## config.mk

```make
export PLATFORM = sky130hd
export DESIGN_NAME = reg_writeback_queue
export DESIGN_NICKNAME = d
export VERILOG_FILES = /design/src/rtl/reg_writeback_queue.sv
export SDC_FILE = /design/constraint.sdc
export NUM_CORES = 1
export LEC_CHECK = 0
export CELL_PAD_IN_SITES_DETAIL_PLACEMENT = 0
export CELL_PAD_IN_SITES_GLOBAL_PLACEMENT = 1
export CORE_UTILIZATION = 47
export CTS_CLUSTER_SIZE = 8
export DETAILED_ROUTE_END_ITERATION = 16
export HOLD_SLACK_MARGIN = 0.08
export PLACE_DENSITY_LB_ADDON = 0.1
export SETUP_SLACK_MARGIN = 0.1
export SLEW_MARGIN = 20
export SYNTH_ARGS = -nofsm -noshare
export SYNTH_HDL_FRONTEND = slang
export SYNTH_SLANG_ARGS = --single-unit
```

## constraint.sdc

```tcl
create_clock -name clk -period 4.7 [get_ports clk]
set_clock_uncertainty 0.1 [all_clocks]
set_input_delay 0.47 -clock clk [delete_from_list [all_inputs] [get_ports clk]]
set_output_delay 0.47 -clock clk [all_outputs]
set_load 0.01 [all_outputs]
```

## src/rtl/reg_writeback_queue.sv

```systemverilog
// reg_writeback_queue: an in-order register-file writeback queue.
// Each entry is a destination register index and its value. The head entry
// drains into the register-file write port whenever that port is free.
// Writes to register 0 are accepted from the producer but never stored.
// Optional pending-value lookup, enabled by defining
// REG_WRITEBACK_QUEUE_BYPASS_EN. With it, a read address that matches a
// queued entry returns the value from the youngest matching entry.
module reg_writeback_queue #(
  parameter int unsigned DEPTH = 4
) (
  input  logic                     clk,
  input  logic                     rstn,
  input  logic                     in_valid,
  output logic                     in_ready,
  input  logic [4:0]               in_addr,
  input  logic [31:0]              in_data,
  input  logic                     drain_en,
  input  logic                     flush,
  output logic                     regWrite,
  output logic [4:0]               waddr,
  output logic [31:0]              wdata,
  output logic [$clog2(DEPTH):0]   count,
  input  logic [4:0]               raddr1,
  input  logic [4:0]               raddr2,
  output logic                     hit1,
  output logic                     hit2,
  output logic [31:0]              hdata1,
  output logic [31:0]              hdata2
);

  localparam int unsigned PW = $clog2(DEPTH);
  localparam int unsigned CW = PW + 1;

  logic [4:0]    r_addr [DEPTH];
  logic [31:0]   r_data [DEPTH];
  logic [PW-1:0] r_wptr;
  logic [PW-1:0] r_rptr;
  logic [CW-1:0] r_count;

  logic          w_empty;
  logic          w_full;
  logic          w_push;
  logic          w_pop;

  assign w_empty  = (r_count == '0);
  assign w_full   = (r_count == CW'(DEPTH));
  assign in_ready = !w_full;
  // A request to register 0 completes the handshake but is dropped here.
  assign w_push   = in_valid && in_ready && !flush && (in_addr != 5'd0);
  assign regWrite = drain_en && !w_empty;
  assign w_pop    = regWrite && !flush;
  assign count    = r_count;
  assign waddr    = w_empty ? '0 : r_addr[r_rptr];
  assign wdata    = w_empty ? '0 : r_data[r_rptr];

  // Entry storage: written at the tail on an accepted push.
  always_ff @(posedge clk or negedge rstn) begin
    if (!rstn) begin
      for (int unsigned i = 0; i < DEPTH; i++) begin
        r_addr[i] <= '0;
        r_data[i] <= '0;
      end
    end else if (w_push) begin
      r_addr[r_wptr] <= in_addr;
      r_data[r_wptr] <= in_data;
    end
  end

  // Pointers and occupancy; flush overrides both push and pop.
  always_ff @(posedge clk or negedge rstn) begin
    if (!rstn) begin
      r_wptr  <= '0;
      r_rptr  <= '0;
      r_count <= '0;
    end else if (flush) begin
      r_wptr  <= '0;
      r_rptr  <= '0;
      r_count <= '0;
    end else begin
      if (w_push) r_wptr <= r_wptr + 1'b1;
      if (w_pop)  r_rptr <= r_rptr + 1'b1;
      case ({w_push, w_pop})
        2'b10:   r_count <= r_count + 1'b1;
        2'b01:   r_count <= r_count - 1'b1;
        default: r_count <= r_count;
      endcase
    end
  end

`ifdef REG_WRITEBACK_QUEUE_BYPASS_EN
  logic [PW-1:0] w_idx;

  // Lookup walks entries oldest to youngest so the youngest match wins.
  always_comb begin
    hit1   = 1'b0;
    hit2   = 1'b0;
    hdata1 = '0;
    hdata2 = '0;
    w_idx  = '0;
    for (int unsigned i = 0; i < DEPTH; i++) begin
      w_idx = r_rptr + PW'(i);
      if (CW'(i) < r_count) begin
        if ((raddr1 != 5'd0) && (r_addr[w_idx] == raddr1)) begin
          hit1   = 1'b1;
          hdata1 = r_data[w_idx];
        end
        if ((raddr2 != 5'd0) && (r_addr[w_idx] == raddr2)) begin
          hit2   = 1'b1;
          hdata2 = r_data[w_idx];
        end
      end
    end
  end
`else
  logic w_unused_raddr;

  assign w_unused_raddr = ^{raddr1, raddr2};
  assign hit1   = 1'b0;
  assign hit2   = 1'b0;
  assign hdata1 = '0;
  assign hdata2 = '0;
`endif

endmodule

```

==> reports/results.ini, run 1 <==
[synth]
yosysUniqueCellTypes = 32
synth_edf_count = 0
syn-cell-area_sq_um = 8118
synth_area_leaders = dfrtp_1, mux2_4, mux4_2
synth.top_cell.area_share_pct = 47.78
ys.flop_type = dfrtp_1
synth_seq_cells = 155
syn_area_per_cell_sq_um = 15.79
yosys-top-cells-count = dfrtp_1, mux2_4, buf_4, mux2_2, nor2b_1
synthCells = 514
netlist.top_cell.by_area = dfrtp_1
synthArstFlopShare_pct = 100.0
seq_area_frac_synth_pct = 47.78
synth_most_common_cell = dfrtp_1
yosysWarnings = 0

[worst_hold_path]
holdPathStages = 1
min_path_type = register to register
worstHoldStart = r_data[98]$_DFFE_PN0P_
hold_end = r_data[98]$_DFFE_PN0P_

[die]
num_io_pins = 160
row_count = 47
die_x_um = 133.4
die_h_um = 133.4
dieArea_sq_um = 17800
start_util_pct = 48.61
core_region_area_sq_um = 16700

[power_and_ir_drop]
p_switching_w = 0.001779
p_seq_share_pct = 37.1
leakage_nw = 4.344
intPower_w = 0.004534
vdd_drop_max_mv = 0.3810
clockPowerShare_pct = 22.5
switching_share_pct = 28.19
pwr-share-comb_pct = 40.4
power.density_nw_per_um2 = 673.7

[routing]
drtIter0Drc = 197
remaining_drc_errors = 0
vias_per_cell = 5.088
drtAntennaViolNets = 0
firstDrtPassIters = 5
vias = 4218
wirelength_mm = 15.07
wl_per_cell_um = 18.17

[placement]
dpl.hpwl_mm = 8.709
gp_congestion = 0.7209
pre_cts_slack_ns = 1.463
place_area_sq_um = 8755
io_buffers = 83

[worst_setup_path]
cp-start-kind = register
crit_type = register to output pin
r2r-end = count[2]$_DFFE_PN0P_
r2r_slack_ns = 2.07
critPathMaxFanout = 24
crit_path_end_kind = output pin
cp.arrival_ns = 2.67
required_ns = 4.13
r2r_start = count[2]$_DFFE_PN0P_
reg2reg_depth = 8

[cells_and_area]
diodes = 0
design_area_sq_um = 9370
synthToLayoutAreaGrowth_pct = 15.43
drive_gt1_share_pct = 38.26
nets = 655

[timing]
holdWs_ns = 0.4009
final.setup.tns_ns = 0
worst_slew_pin_slew_ns = 0.7880
hold_viol = 0
min_period_ns = 3.243
setup_ws_ns = 1.457
fin_crit_sh_pct = 69.00
drv_slew = 0
finalSetupViolCount = 0
maxSlewHeadroom_pct = 47.47
fmaxAchievable_ghz = 0.3084
rsz0062_at_grt = no

[global_route]
grt_pass1_wl_mm = 25.03
grt_pass1_vias = 4528
globalRouteOverflowTotal = 0
grt_max_degree = 86
antenna_found_initial = 0
grt_use_total_pct = 18.43

[cts]
cts_tree = yes
cts-htree-levels = 4
cts_setup_buffers = 0
cts.repair.resized = 0
clk_latency_ns = 0.42
root_buffer = clkbuf_16
clkSinkCount = 155
cts_inserted_buffers = 17
clkTransAtPathRegs_ns = 0.06
cts_buffer_depth = 2

[run]
maxCapViolCount = 0

[outcome]
status = finished clean

-- critical path, stage by stage (launching register included) --
cell	delay (ns)
dfrtp_2	0.74
buf_12	0.32
mux4_2	0.53
nor2b_1	0.15
clkdlybuf4s50_1	0.51
-- final cells by class --
cell class	instances	area (sq um)
clock inverter	9	145.1
sequential	155	3881
timing repair buffer	91	907.1
tap	220	275.3
clock buffer	21	460.4
inverter	7	26.28
multi-input combinational	326	3675
fill	1356	7331
-- metal layers --
layer | up-vias | share of wire (%) | GRT usage (%) | wire [um]
met5 | - | 0 | 0 | 0
met4 | 0 | 1.1 | 5.871 | 169
li1 | 1860 | - | - | -
met2 | 128 | 48 | 28.82 | 7241
met1 | 2216 | 47 | 25.89 | 7091
met3 | 14 | 3.7 | 3.691 | 564
-- per-stage QoR --
step	total power, W	cells	utilization [%]
2_1_floorplan	0.004066	579	-
3_3_place_gp	0.004847	798	52.42
3_5_place_dp	0.004929	798	52.42
4_1_cts	0.006387	829	56.11
5_1_grt	0.006682	829	56.11
6_report	0.006313	829	56.11
-- power groups by stage --
stage / registers (W) / clock network, W / logic (W)
final: 0.00234 / 0.00142 / 0.00255
after global routing: 0.00243 / 0.00151 / 0.00275
after CTS: 0.00234 / 0.00145 / 0.00259
after detailed placement: 0.00235 / 0 / 0.00258
after global placement: 0.00232 / 0 / 0.00253
after floorplan: 0.00221 / 0 / 0.00186
-- cells by family (layout without fill, tap and decap cells) --
logic type,count (synthesis),in the layout,share of synthesized area [%]
compound gates,7,7,0.8015
xor+xnor,1,1,0.1079
fa+ha+maj,5,5,0.8632
buf+inv,98,128,10.02
flops,155,155,47.78
mux,189,189,35.48
other cells,1,66,0.04619
simple gates,58,58,4.901
-- worst max-delay path by stage --
stage | from | endpoint | slack [ns] | cells after the start
5_1_grt | r_rptr[0]$_DFFE_PN0P_ | wdata[4] | 1.28 | 4
3_5_place_dp | in_addr[0] | r_data[123]$_DFFE_PN0P_ | 1.46 | 7
4_1_cts | r_rptr[0]$_DFFE_PN0P_ | wdata[4] | 1.35 | 4
2_1_floorplan | count[2]$_DFFE_PN0P_ | count[2]$_DFFE_PN0P_ | 2.18 | 8
3_3_place_gp | in_addr[0] | r_data[125]$_DFFE_PN0P_ | 1.49 | 7
6_report | r_rptr[0]$_DFFE_PN0P_ | wdata[4] | 1.46 | 4
-- sequential cells by signal (all words and copies together) (netlist names) --
register  cells
count         3
r_addr       20
r_wptr        2
r_data      128
r_rptr        2
-- cells in the final DEF, fill, tap and decap left out, types with 2 or more instances in the layout --
master / synthesis / routed
dfrtp_1: 155 / 153
mux2_4: 90 / 90
clkdlybuf4s50_1: 0 / 82
conb_1: 1 / 66
mux2_2: 60 / 60
nor2b_1: 39 / 39
mux4_2: 37 / 37
clkbuf_16: 0 / 17
inv_1: 7 / 7
buf_4: 66 / 6
clkinv_2: 0 / 5
ha_1: 4 / 4
bufinv_16: 0 / 4
nand2_8: 3 / 3
nand2_1: 3 / 3
nor2_1: 3 / 3
o31ai_1: 2 / 2
nor3_1: 3 / 2
a21oi_1: 2 / 2
nand2b_1: 2 / 2
mux2i_1: 2 / 2
clkbuf_1: 7 / 2
clkbuf_8: 3 / 2
dfrtp_2: 0 / 2
-- what timing repair did --
action,4_1_cts,5_1_grt
hold buffers,1,0
setup endpoints to repair,0,0
endpoints found under the hold margin,83,0
No activity file was read; power rests on OpenSTA's default activity.
==> run 2: changes to the inputs <==
--- a/config.mk
+++ b/config.mk
@@ -7,7 +7,7 @@
 export LEC_CHECK = 0
 export CELL_PAD_IN_SITES_DETAIL_PLACEMENT = 0
 export CELL_PAD_IN_SITES_GLOBAL_PLACEMENT = 1
-export CORE_UTILIZATION = 47
+export CORE_UTILIZATION = 43
 export CTS_CLUSTER_SIZE = 8
 export DETAILED_ROUTE_END_ITERATION = 16
 export HOLD_SLACK_MARGIN = 0.08
==> constraint.sdc (replaced) <==
create_clock -name clk -period 3.15 [get_ports clk]
set_clock_uncertainty 0.1 [all_clocks]
set_input_delay 0.315 -clock clk [delete_from_list [all_inputs] [get_ports clk]]
set_output_delay 0.315 -clock clk [all_outputs]
set_load 0.01 [all_outputs]
==> reports/results.ini, run 2 (synthesis gave the netlist of run 1 again) <==
[outcome]
status = finished clean

[routing]
drtAntennaViolNets = 0  ; unchanged
firstDrtPassIters = 5  ; unchanged
wirelength_mm = 15.95  ; +5.9%
wl_per_cell_um = 18.88  ; +3.9%
drtIter0Drc = 197  ; unchanged
vias = 4269  ; +1.2%
vias_per_cell = 5.052  ; -0.71%
remaining_drc_errors = 0  ; unchanged

[placement]
io_buffers = 83  ; unchanged
dpl.hpwl_mm = 9.504  ; +9.1%
gp_congestion = 0.6817  ; -5.4%
dp.cells = 812  ; +1.8%

[power_and_ir_drop]
vdd_drop_max_mv = 1.129  ; +200%
power.density_nw_per_um2 = 1005  ; +49%
leakage_nw = 4.376  ; +0.73%

[cells_and_area]
multiInputGateArea_sq_um = 3675  ; unchanged
drive_gt1_share_pct = 38.47  ; +0.21 points
largest_reg_flops = 128  ; unchanged
fillCellCount = 1507  ; +11%
mostFrequentLayoutCell = dfrtp_1
top_register = r_data
diodes = 0  ; unchanged
final_cell_mix = dfrtp_1, mux2_4, clkdlybuf4s50_1
nets = 660  ; +0.76%
final-seq-area_sq_um = 3881  ; unchanged
synthToLayoutAreaGrowth_pct = 16.71
stdcell_count = 845  ; +1.9%

[worst_setup_path]
crit_type = register to output pin
critPathMaxFanout = 13  ; -46%
r2r_start = count[2]$_DFFE_PN0P_
required_ns = 2.73  ; -1.40 ns
crit_path_end_kind = output pin
cp.arrival_ns = 2.50  ; -0.17 ns
cp-start-kind = register
startpoint = r_rptr[0]$_DFFE_PN0P_

[cts]
root_buffer = clkbuf_16
cts-htree-levels = 4  ; unchanged
clkTransAtPathRegs_ns = 0.06  ; about the same
cts.repair.resized = 0  ; unchanged
cts_tree = yes
cts_buffer_depth = 2  ; unchanged
clkSinkCount = 155  ; unchanged
cts_inserted_buffers = 17  ; unchanged
clk_latency_ns = 0.41  ; about the same

[die]
num_io_pins = 160  ; unchanged
start_util_pct = 44.58  ; -4.0 points
core_region_area_sq_um = 18210  ; +9.0%
row_count = 49  ; +4.3%
dieArea_sq_um = 19430  ; +9.2%
die_x_um = 139.4  ; +4.5%
die_h_um = 139.4  ; +4.5%

[timing]
finalSetupViolCount = 0  ; unchanged
rsz0062_at_grt = no
hold_viol = 0  ; unchanged
min_period_ns = 2.912
final.setup.tns_ns = 0  ; unchanged
holdWs_ns = 0.3882  ; -0.01271 ns
maxSlewHeadroom_pct = 47.68  ; +0.22 points
fin_crit_sh_pct = 92.44
drv_slew = 0  ; unchanged
worst_slew_pin_slew_ns = 0.7848  ; -0.003227 ns
fmaxAchievable_ghz = 0.3434

[global_route]
globalRouteOverflowTotal = 0  ; unchanged
grt_pass1_vias = 4615  ; +1.9%
grt_max_degree = 82  ; -4.7%
antenna_found_initial = 0  ; unchanged
grt_pass1_wl_mm = 25.80  ; +3.1%
grt_use_total_pct = 17.48  ; -0.95 points

[worst_hold_path]
min_path_type = primary input to asynchronous set/reset pin

[run]
maxCapViolCount = 0  ; unchanged

run 2: final timing paths:
kind                                     endpoint  slack (ns)  cells past startpoint
hold / removal             r_data[34]$_DFFE_PN0P_        0.39                      2
hold reg to reg             r_addr[8]$_DFFE_PN0P_        0.40                      1
min in group clk            r_addr[8]$_DFFE_PN0P_        0.40                      1
setup / recovery                         waddr[2]        0.24                      4
max in group asynchronous  r_data[62]$_DFFE_PN0P_        1.64                      3
setup reg to reg             count[2]$_DFFE_PN0P_        0.82                      7
run 2: final cells by class:
| class | instances | area share, % |
|---|---|---|
| clock buffer | 25 | 5.124 |
| inverter | 7 | 0.2773 |
| clock inverter | 7 | 1.189 |
| sequential | 155 | 40.97 |
| tap | 229 | 3.024 |
| multi-input combinational | 326 | 38.79 |
| timing repair buffer | 96 | 10.63 |
run 2: where the power goes:
group | switching, W | leakage (nW) | internal (W)
clock | 0.000781 | 0.291 | 0.00131
sequential | 0.000567 | 1.94 | 0.00294
combinational | 0.00136 | 2.15 | 0.00257
total | 0.00271 | 4.38 | 0.00681
run 2: routing by layer:
metal / vias to the layer above / track usage [%] / wire length [um]
met4: 0 / 5.789 / 184
met2: 116 / 28.19 / 7823
met1: 2268 / 23.80 / 7423
met3: 13 / 3.269 / 522
met5: - / 0 / 0
li1: 1872 / - / -
run 2: timing repair:
item	in CTS	in global routing
buffers inserted	0	0
hold buffers	1	0
endpoints found under the hold margin	79	0
run 2: worst max-delay path, cell delays in order, from the launching register on:
cell,delay (ns)
dfrtp_2,0.66
buf_12,0.23
mux4_2,0.51
nor2b_1,0.17
clkdlybuf4s50_1,0.50
run 2: per-stage QoR:
step,area [sq um],power [W],util [%],setup WS (ns)
floorplan,8362,0.006066,-,0.6330
global placement,8866,0.007377,48.69,0.4327
detailed placement,8866,0.007512,48.69,0.3923
CTS,9474,0.009645,52.03,0.1771
global route,9474,0.01006,52.03,0.1080
finish,9474,0.009523,52.03,0.2382
